`config.mk`:
```
export PLATFORM = sky130hd
export DESIGN_NAME = mul_iter
export DESIGN_NICKNAME = d
export VERILOG_FILES = /design/src/rtl/mul_iter.sv
export SDC_FILE = /design/constraint.sdc
export NUM_CORES = 1
export LEC_CHECK = 0
export BUFFER_PORTS_ARGS = -buffer_cell sky130_fd_sc_hd__clkbuf_2
export CAP_MARGIN = 20
export CORE_UTILIZATION = 54
export DETAILED_ROUTE_END_ITERATION = 6
export PLACE_DENSITY = 0.72
export SLEW_MARGIN = 20
export SYNTH_ARGS = -nofsm -noshare
export SYNTH_HDL_FRONTEND = slang
export SYNTH_SLANG_ARGS = --single-unit
```
`constraint.sdc`:
```
create_clock -name Clock -period 3 [get_ports Clock]
set_input_delay 0.15 -clock Clock [delete_from_list [all_inputs] [get_ports Clock]]
set_output_delay 0.15 -clock Clock [all_outputs]
set_load 0.02 [all_outputs]
```
`src/rtl/mul_iter.sv`:
```
`default_nettype none
// ============================================================================
// Module   : mul_iter
// Purpose  : Iterative radix-2 shift-add multiplier (MULT/MULTU/MUL) that
//            stalls the pipeline while a product is in flight.
// Revision : 1.0 - initial release
// ============================================================================
module mul_iter #(
    parameter int WIDTH = 32
) (
    input  logic                 Clock,
    input  logic                 Reset,
    input  logic                 Start,
    input  logic                 Signed,
    input  logic                 Flush,
    input  logic [WIDTH-1:0]     A,
    input  logic [WIDTH-1:0]     B,
    output logic [2*WIDTH-1:0]   MULout,
    output logic                 Busy,
    output logic                 Done,
    output logic                 Stall
);

    localparam int              c_CW       = (WIDTH > 1) ? $clog2(WIDTH) : 1;
    localparam logic [c_CW-1:0] c_CNT_LAST = c_CW'(WIDTH - 1);

    typedef enum logic [1:0] {
        c_IDLE = 2'd0,
        c_RUN  = 2'd1,
        c_FIX  = 2'd2,
        c_DONE = 2'd3
    } state_t;

    state_t               r_state;
    state_t               w_next;
    logic [2*WIDTH-1:0]   r_acc;
    logic [2*WIDTH-1:0]   r_mcand;
    logic [WIDTH-1:0]     r_mplier;
    logic [c_CW-1:0]      r_cnt;
    logic                 r_neg;
    logic [2*WIDTH-1:0]   r_mulout;
    logic                 r_busy;
    logic                 r_done;
    logic                 w_accept;
    logic [WIDTH-1:0]     w_a_mag;
    logic [WIDTH-1:0]     w_b_mag;

    assign w_accept = ((r_state == c_IDLE) || (r_state == c_DONE)) && Start && !Flush;
    // Magnitude of the most negative value is 2^(WIDTH-1), which still fits unsigned.
    assign w_a_mag  = (Signed && A[WIDTH-1]) ? -A : A;
    assign w_b_mag  = (Signed && B[WIDTH-1]) ? -B : B;

    always_ff @(posedge Clock) begin
        if (Reset) begin
            r_state <= c_IDLE;
        end else begin
            r_state <= w_next;
        end
    end

    always_comb begin
        w_next = c_IDLE;
        case (r_state)
            c_IDLE, c_DONE: w_next = w_accept ? c_RUN : c_IDLE;
            c_RUN: begin
                if (Flush) begin
                    w_next = c_IDLE;
                end else if (r_cnt == c_CNT_LAST) begin
                    w_next = c_FIX;
                end else begin
                    w_next = c_RUN;
                end
            end
            c_FIX:   w_next = Flush ? c_IDLE : c_DONE;
            default: w_next = c_IDLE;
        endcase
    end

    // Multiplicand shifts left one place per cycle instead of a barrel shift by r_cnt.
    always_ff @(posedge Clock) begin
        if (Reset) begin
            r_acc    <= '0;
            r_mcand  <= '0;
            r_mplier <= '0;
            r_cnt    <= '0;
            r_neg    <= 1'b0;
            r_mulout <= '0;
            r_busy   <= 1'b0;
            r_done   <= 1'b0;
        end else begin
            r_busy <= (w_next == c_RUN) || (w_next == c_FIX);
            r_done <= (w_next == c_DONE);
            case (r_state)
                c_IDLE, c_DONE: begin
                    if (w_accept) begin
                        r_acc    <= '0;
                        r_mcand  <= {{WIDTH{1'b0}}, w_a_mag};
                        r_mplier <= w_b_mag;
                        r_cnt    <= '0;
                        r_neg    <= Signed && (A[WIDTH-1] ^ B[WIDTH-1]);
                    end
                end
                c_RUN: begin
                    if (r_mplier[0]) begin
                        r_acc <= r_acc + r_mcand;
                    end
                    r_mcand  <= {r_mcand[2*WIDTH-2:0], 1'b0};
                    r_mplier <= {1'b0, r_mplier[WIDTH-1:1]};
                    r_cnt    <= r_cnt + c_CW'(1);
                end
                c_FIX: begin
                    if (!Flush) begin
                        r_mulout <= r_neg ? -r_acc : r_acc;
                    end
                end
                default: ;
            endcase
        end
    end

    assign MULout = r_mulout;
    assign Busy   = r_busy;
    assign Done   = r_done;
    assign Stall  = (Start && ((r_state == c_IDLE) || (r_state == c_DONE)) && !Flush) || r_busy;

endmodule
`default_nettype wire

```
# Yosys cells after proc, flatten, opt, wreduce, memory -nomap -nowiden

Cells that the tools add are included.

Bits in latches: 0
Word-level logic and storage cells: 58
Input bits: 69
Memory bits (read-only): 0
RAM bits: 0
Output and inout port bits: 67
Memories kept: 0
Register bits after elaboration: 234

Mux-type cells: 17
Order comparisons: 0
Bitwise operators: 2
Multiply operators: 0
Eq/ne operators: 9
Shifts and indexed selects: 0
Reductions and logical operators: 16
Div/mod/pow operators: 0
Add/subtract/negate cells: 5

Operators with widths:

| cell                                                 | number |
|---|---|
| two-way mux 64 bit                                   | 4 |
| case mux 64 bit (2 select lines)                     | 2 |
| two-way mux 32 bit                                   | 3 |
| adder 64 bit                                         | 1 |
| negation 32 bit                                      | 2 |
| negation 64 bit                                      | 1 |
| case mux 32 bit (2 select lines)                     | 1 |
| case mux 5 bit (2 select lines)                      | 1 |
| equality test 2 bit (second input constant)          | 4 |
| two-way mux 2 bit                                    | 3 |
| case mux 2 bit (3 select lines)                      | 1 |
| AND reduction 2 bit                                  | 3 |
| adder 5 x 1 -> 5 bit (second input constant)         | 1 |
| equality test 5 bit (second input constant)          | 1 |
| logical AND 1 bit                                    | 5 |
| two-way mux 5 bit                                    | 1 |
| equality test 2 x 1 -> 1 bit (second input constant) | 2 |
| inequality test 2 bit (second input constant)        | 2 |
| logical OR 1 bit                                     | 3 |
| AND reduction 3 bit                                  | 1 |
| zero test 2 bit                                      | 1 |
| nonzero test 2 bit                                   | 1 |
| OR reduction 2 bit                                   | 1 |
| zero test 1 bit                                      | 1 |
| other kinds (3)                                      | 3 |

# Longest topological paths before layout

Depth in word-level cells: 8
Depth in mapped cells: 13
Depth with buffers taken out: 13

# Worst setup path before layout

Ideal clock, no wire load.

Path kind: register -> register
From: register r_acc[7]
To: register r_acc[57]
Cell stages (with the launch flop): 12
Arrival: 3.109 ns
Data required time: 2.878 ns
Library setup time: 0.122 ns
Clock period less this slack: 3.231 ns
Path slack: -0.231 ns
Cells stage by stage: dfxtp_1 > ha_1 > nand4_1 > or2_2 > a2111o_1 > and4_1 > a21bo_2 > o41ai_1 > a211o_1 > a21o_1 > mux2i_1 > nand3_1

Longest elaborated chain between the ends: 3

RTL lines:

| item                             | RTL line | text |
|---|---|---|
| from (decl)                      | 36       | `logic [2*WIDTH-1:0] r_acc;` |
| from (signal assigned)           | 105      | `r_acc <= r_acc + r_mcand;` |
| adder 64 bit                     | 105      |  |
| two-way mux 64 bit               | 104      | `if (r_mplier[0]) begin` |
| case mux 64 bit (2 select lines) | 93       | `case (r_state)` |

Every way passes these cells. The select of a mux whose other input is x is not followed.
A chain may end at the register's enable or synchronous reset.

# Final worst setup path

From: register r_acc[6]
To: register r_mulout[63], in the netlist MULout[63]

Longest elaborated chain between the ends: 2

RTL lines:

| item                 | RTL line | text |
|---|---|---|
| negation 64 bit      | 113      | `r_mulout <= r_neg ? -r_acc : r_acc;` |
| two-way mux 64 bit   | 113      |  |
| to (signal assigned) | 113      |  |
| to (decl)            | 41       | `logic [2*WIDTH-1:0] r_mulout;` |

Every way passes these cells.

==> results_dict.tcl <==
set metrics [dict create \
    run_status "finished, violations left" \
    failed_checks "negative setup slack" \
    synth-seq-area-share 0.3138 \
    worst_setup_path_start_kind "flop" \
    placement.cell_area_um2 17130 \
    detailedPlace.worstSlack_ps -225.0 \
    n_antenna_cell 0 \
    place_congestion 0.9451 \
    num_vias 15300 \
    netlist_top_cells_area "dfxtp_1 31%, nand2_1 8.0%, a21oi_1 6.8%, xor2_1 6.0%, ha_1 6.0%" \
    rrSetupSlack_ps -250 \
    fp.dieH_um 168.3 \
    setup_viol_count_final 12 \
    io-pin-count 136 \
    gr-usage-all-layers 0.3061 \
    post_synth_xor_area_fraction 0.1027 \
    grt_max_degree 140 \
    synth_top_area_cell "dfxtp_1" \
    number_of_levels_the_h_tree_was_split_into 1 \
    synthArstFlopShare 0 \
    avgRoutedWirePerCell_um 16.89 \
    cts_sinks 234 \
    arrival_ps 3660 \
    power_density_nw_per_um2 391.9 \
    postRouteWirelength_um 44140 \
    grt_setup_unrepaired "true" \
    final.fill_count 2413 \
    cp_cell_sequence "or4_4 -> or2_4 -> or4_4 -> nand2b_4 -> nor3_4 -> nand2b_4 -> or4_4 -> buf_4 -> o21ai_2 -> xor2_1 -> a211oi_1" \
    count_of_input_and_output_buffers 135 \
    area_growth_pct 24.57 \
    viasPerCell 5.852 \
    cts.root.buffer_cell "clkbuf_16" \
    post_route_cells_drive_above_1_share 0.2151 \
    vdd_drop_max_mv 0.3602 \
    antenna_found_initial 0 \
    timing.final.max_slew_violations 0 \
    initial_utilization 0.5523 \
    worst_hold_path.num_cells 5 \
    synth_top_family_by_area "compound AO/OA/AOI/OAI gates" \
    synthCells 1999 \
    fin_clk_skew_ps 17.00 \
    max_cap_violations 0 \
    synth_common_cells "317 x nand2_1, 234 x dfxtp_1, 202 x a21oi_1" \
    drt_pre_antenna_iters 5 \
    placementRows 60 \
    crit_slowest_cell "or4_4" \
    place_hpwl_um 32560 \
    critical_path.most_common_cell "or4_4" \
    synth_compound_gate_area_share 0.2558 \
    hold_path_startpoint "B[23]" \
    hold_ws_ps 22.20 \
    fin_util 0.6880 \
    gr-total-overflow 0 \
    drt.antenna.violating_nets 0 \
    r2r_cells 11 \
    drt_iter0_drc 1004 \
    synthAdderAreaFrac 0.06085 \
    postLayoutCellArea_um2 18590 \
    tightestPinTransition_ps 866.4 \
    timing.rr.end "MULout[63]" \
    crit_path_max_fanout 5 \
    synth_nets 2140 \
    yosysUniqueCellTypes 74 \
    p_total_mw 7.286 \
    remaining_drc_errors 0 \
    criticalPathCategory "reg2reg" \
    clock_transition_at_the_registers_of_the_reported_paths_ps 60 \
    standard_cell_core_area_um2 27030 \
    finalWorstSetupSlack_ps -250.6 \
    synth_most_common_cell "nand2_1" \
    tns_ps -1446 \
    rr_startpoint "r_acc[6]" \
    number_of_enable_type_register_cells_in_the_synthesized_netlist 0 \
    synth_flop_cell "dfxtp_1" \
    critPathMaxStageDelay_ps 530 \
    hold_viol 0 \
    number_of_global_route_vias_before_repair 14170 \
    tritoncts "built" \
    worst_skew_pair.late_latency_ps 560 \
    nets 2392 \
    layout_worst_path_cycle_share 1.084 \
    hold_path_end "r_mplier[23]" \
    timing.fmax_ghz 0.3076 \
    leakage_nw 7.745 \
    syn_area_per_cell_um2 7.467 \
    fp.dieArea_um2 28310 \
    maximum_buffer_depth_of_the_clock_tree 3 \
    holdCritPathClass "in2reg" \
    postSynthRegisterBits 234 \
    dieWidth_um 168.3 \
    instances_no_fill 2614 \
    timing.critical_path.required_ps 3410 \
    placedCellCount 2544 \
    slew_headroom 0.4180 \
    synthesis.area_um2 14930 \
    worst_setup_path_end_kind "flop" \
    fin_crit_ps 3251 \
    synth.mux.area_fraction 0.003353 \
    synthSimpleGateAreaFrac 0.2233 \
    grt_pass1_wl_um 71100 \
    post-synth-top-area-fraction 0.3138 \
    cts_buffers 28 \
    synth_warnings 0 \
]
## flip-flops by register name (all words and copies together) (netlist names)
| register | cells |
|---|---|
| MULout | 64 |
| r_acc | 64 |
| r_mcand | 64 |
| r_state | 2 |
| r_mplier | 32 |
| r_neg | 1 |
| Done | 1 |
| r_cnt | 5 |
| Busy | 1 |
## worst max path at each step
stage	start	to	slack, ps	cells after the start
2_1_floorplan	r_acc[6]	MULout[61]	-90	10
3_3_place_gp	r_acc[7]	r_acc[57]	-170	12
5_1_grt	r_acc[6]	MULout[63]	-360	11
6_report	r_acc[6]	MULout[63]	-250	11
4_1_cts	r_acc[6]	MULout[61]	-190	10
3_5_place_dp	r_acc[7]	r_acc[57]	-220	12
## cell type report
cell class,count,area [um^2],share of cell area
Sequential cell,234,4693,0.2524
Inverter,29,108.9,0.005854
Tap cell,341,426.7,0.02295
Multi-Input combinational cell,1608,10120,0.5443
Clock buffer,41,789.5,0.04246
Clock inverter,11,100.1,0.005383
Timing Repair Buffer,350,2355,0.1266
## per-layer routing
layer | share of wire | up-vias | wire length (um) | track usage
li1 | - | 7632 | - | -
met1 | 0.45 | 7142 | 19910 | 0.4124
met2 | 0.46 | 440 | 20300 | 0.5060
met3 | 0.057 | 83 | 2514 | 0.03409
met4 | 0.032 | 0 | 1413 | 0.1079
met5 | 0 | - | 0 | 0
## critical path: cells and delay by family, from the launching register on
family | cells | cell delay (ps)
xor+xnor | 1 | 170
simple gates | 7 | 2240
buf+inv | 1 | 160
flops | 1 | 320
compound gates | 2 | 200
## what timing repair did
action,in CTS,in global routing
endpoints found under the setup margin,33,48
setup buffers,6,7
hold buffers,6,0
pin swaps,31,34
resized for setup,50,52
endpoints found under the hold margin,6,0
## cell usage in the layout, fill, tap and decap left out, types with 7 or more instances in the layout
| cell type | count |
|---|---|
| a211oi_1 | 65 |
| a21o_1 | 38 |
| a21oi_1 | 194 |
| a21oi_2 | 8 |
| a22oi_1 | 30 |
| a31oi_1 | 9 |
| and3_1 | 14 |
| buf_4 | 202 |
| clkbuf_1 | 9 |
| clkbuf_16 | 28 |
| clkbuf_2 | 134 |
| dfxtp_1 | 227 |
| dfxtp_2 | 7 |
| ha_1 | 63 |
| inv_1 | 27 |
| nand2_1 | 315 |
| nand2b_1 | 14 |
| nand3_1 | 54 |
| nand4_1 | 22 |
| nor2_1 | 190 |
| nor2b_1 | 13 |
| nor3_1 | 32 |
| nor4_1 | 13 |
| o211ai_1 | 19 |
| o21a_1 | 13 |
| o21ai_0 | 124 |
| o21ai_1 | 13 |
| o21ai_2 | 8 |
| o21bai_1 | 12 |
| o31ai_1 | 21 |
| o41ai_1 | 10 |
| or3_1 | 14 |
| or4_1 | 7 |
| xnor2_1 | 71 |
| xor2_1 | 101 |
## logic make-up after synthesis
family,count (synthesis)
compound gates,617
xor+xnor,175
fa+ha+maj,72
buf+inv,157
flops,234
mux,5
simple gates,739
## power by group
group	switching [mW]	internal (mW)
sequential	0.0499	3.16
clock	1.37	1.91
combinational	0.481	0.311
total	1.90	5.39
Note: power is estimated with default switching activity, not from simulation.
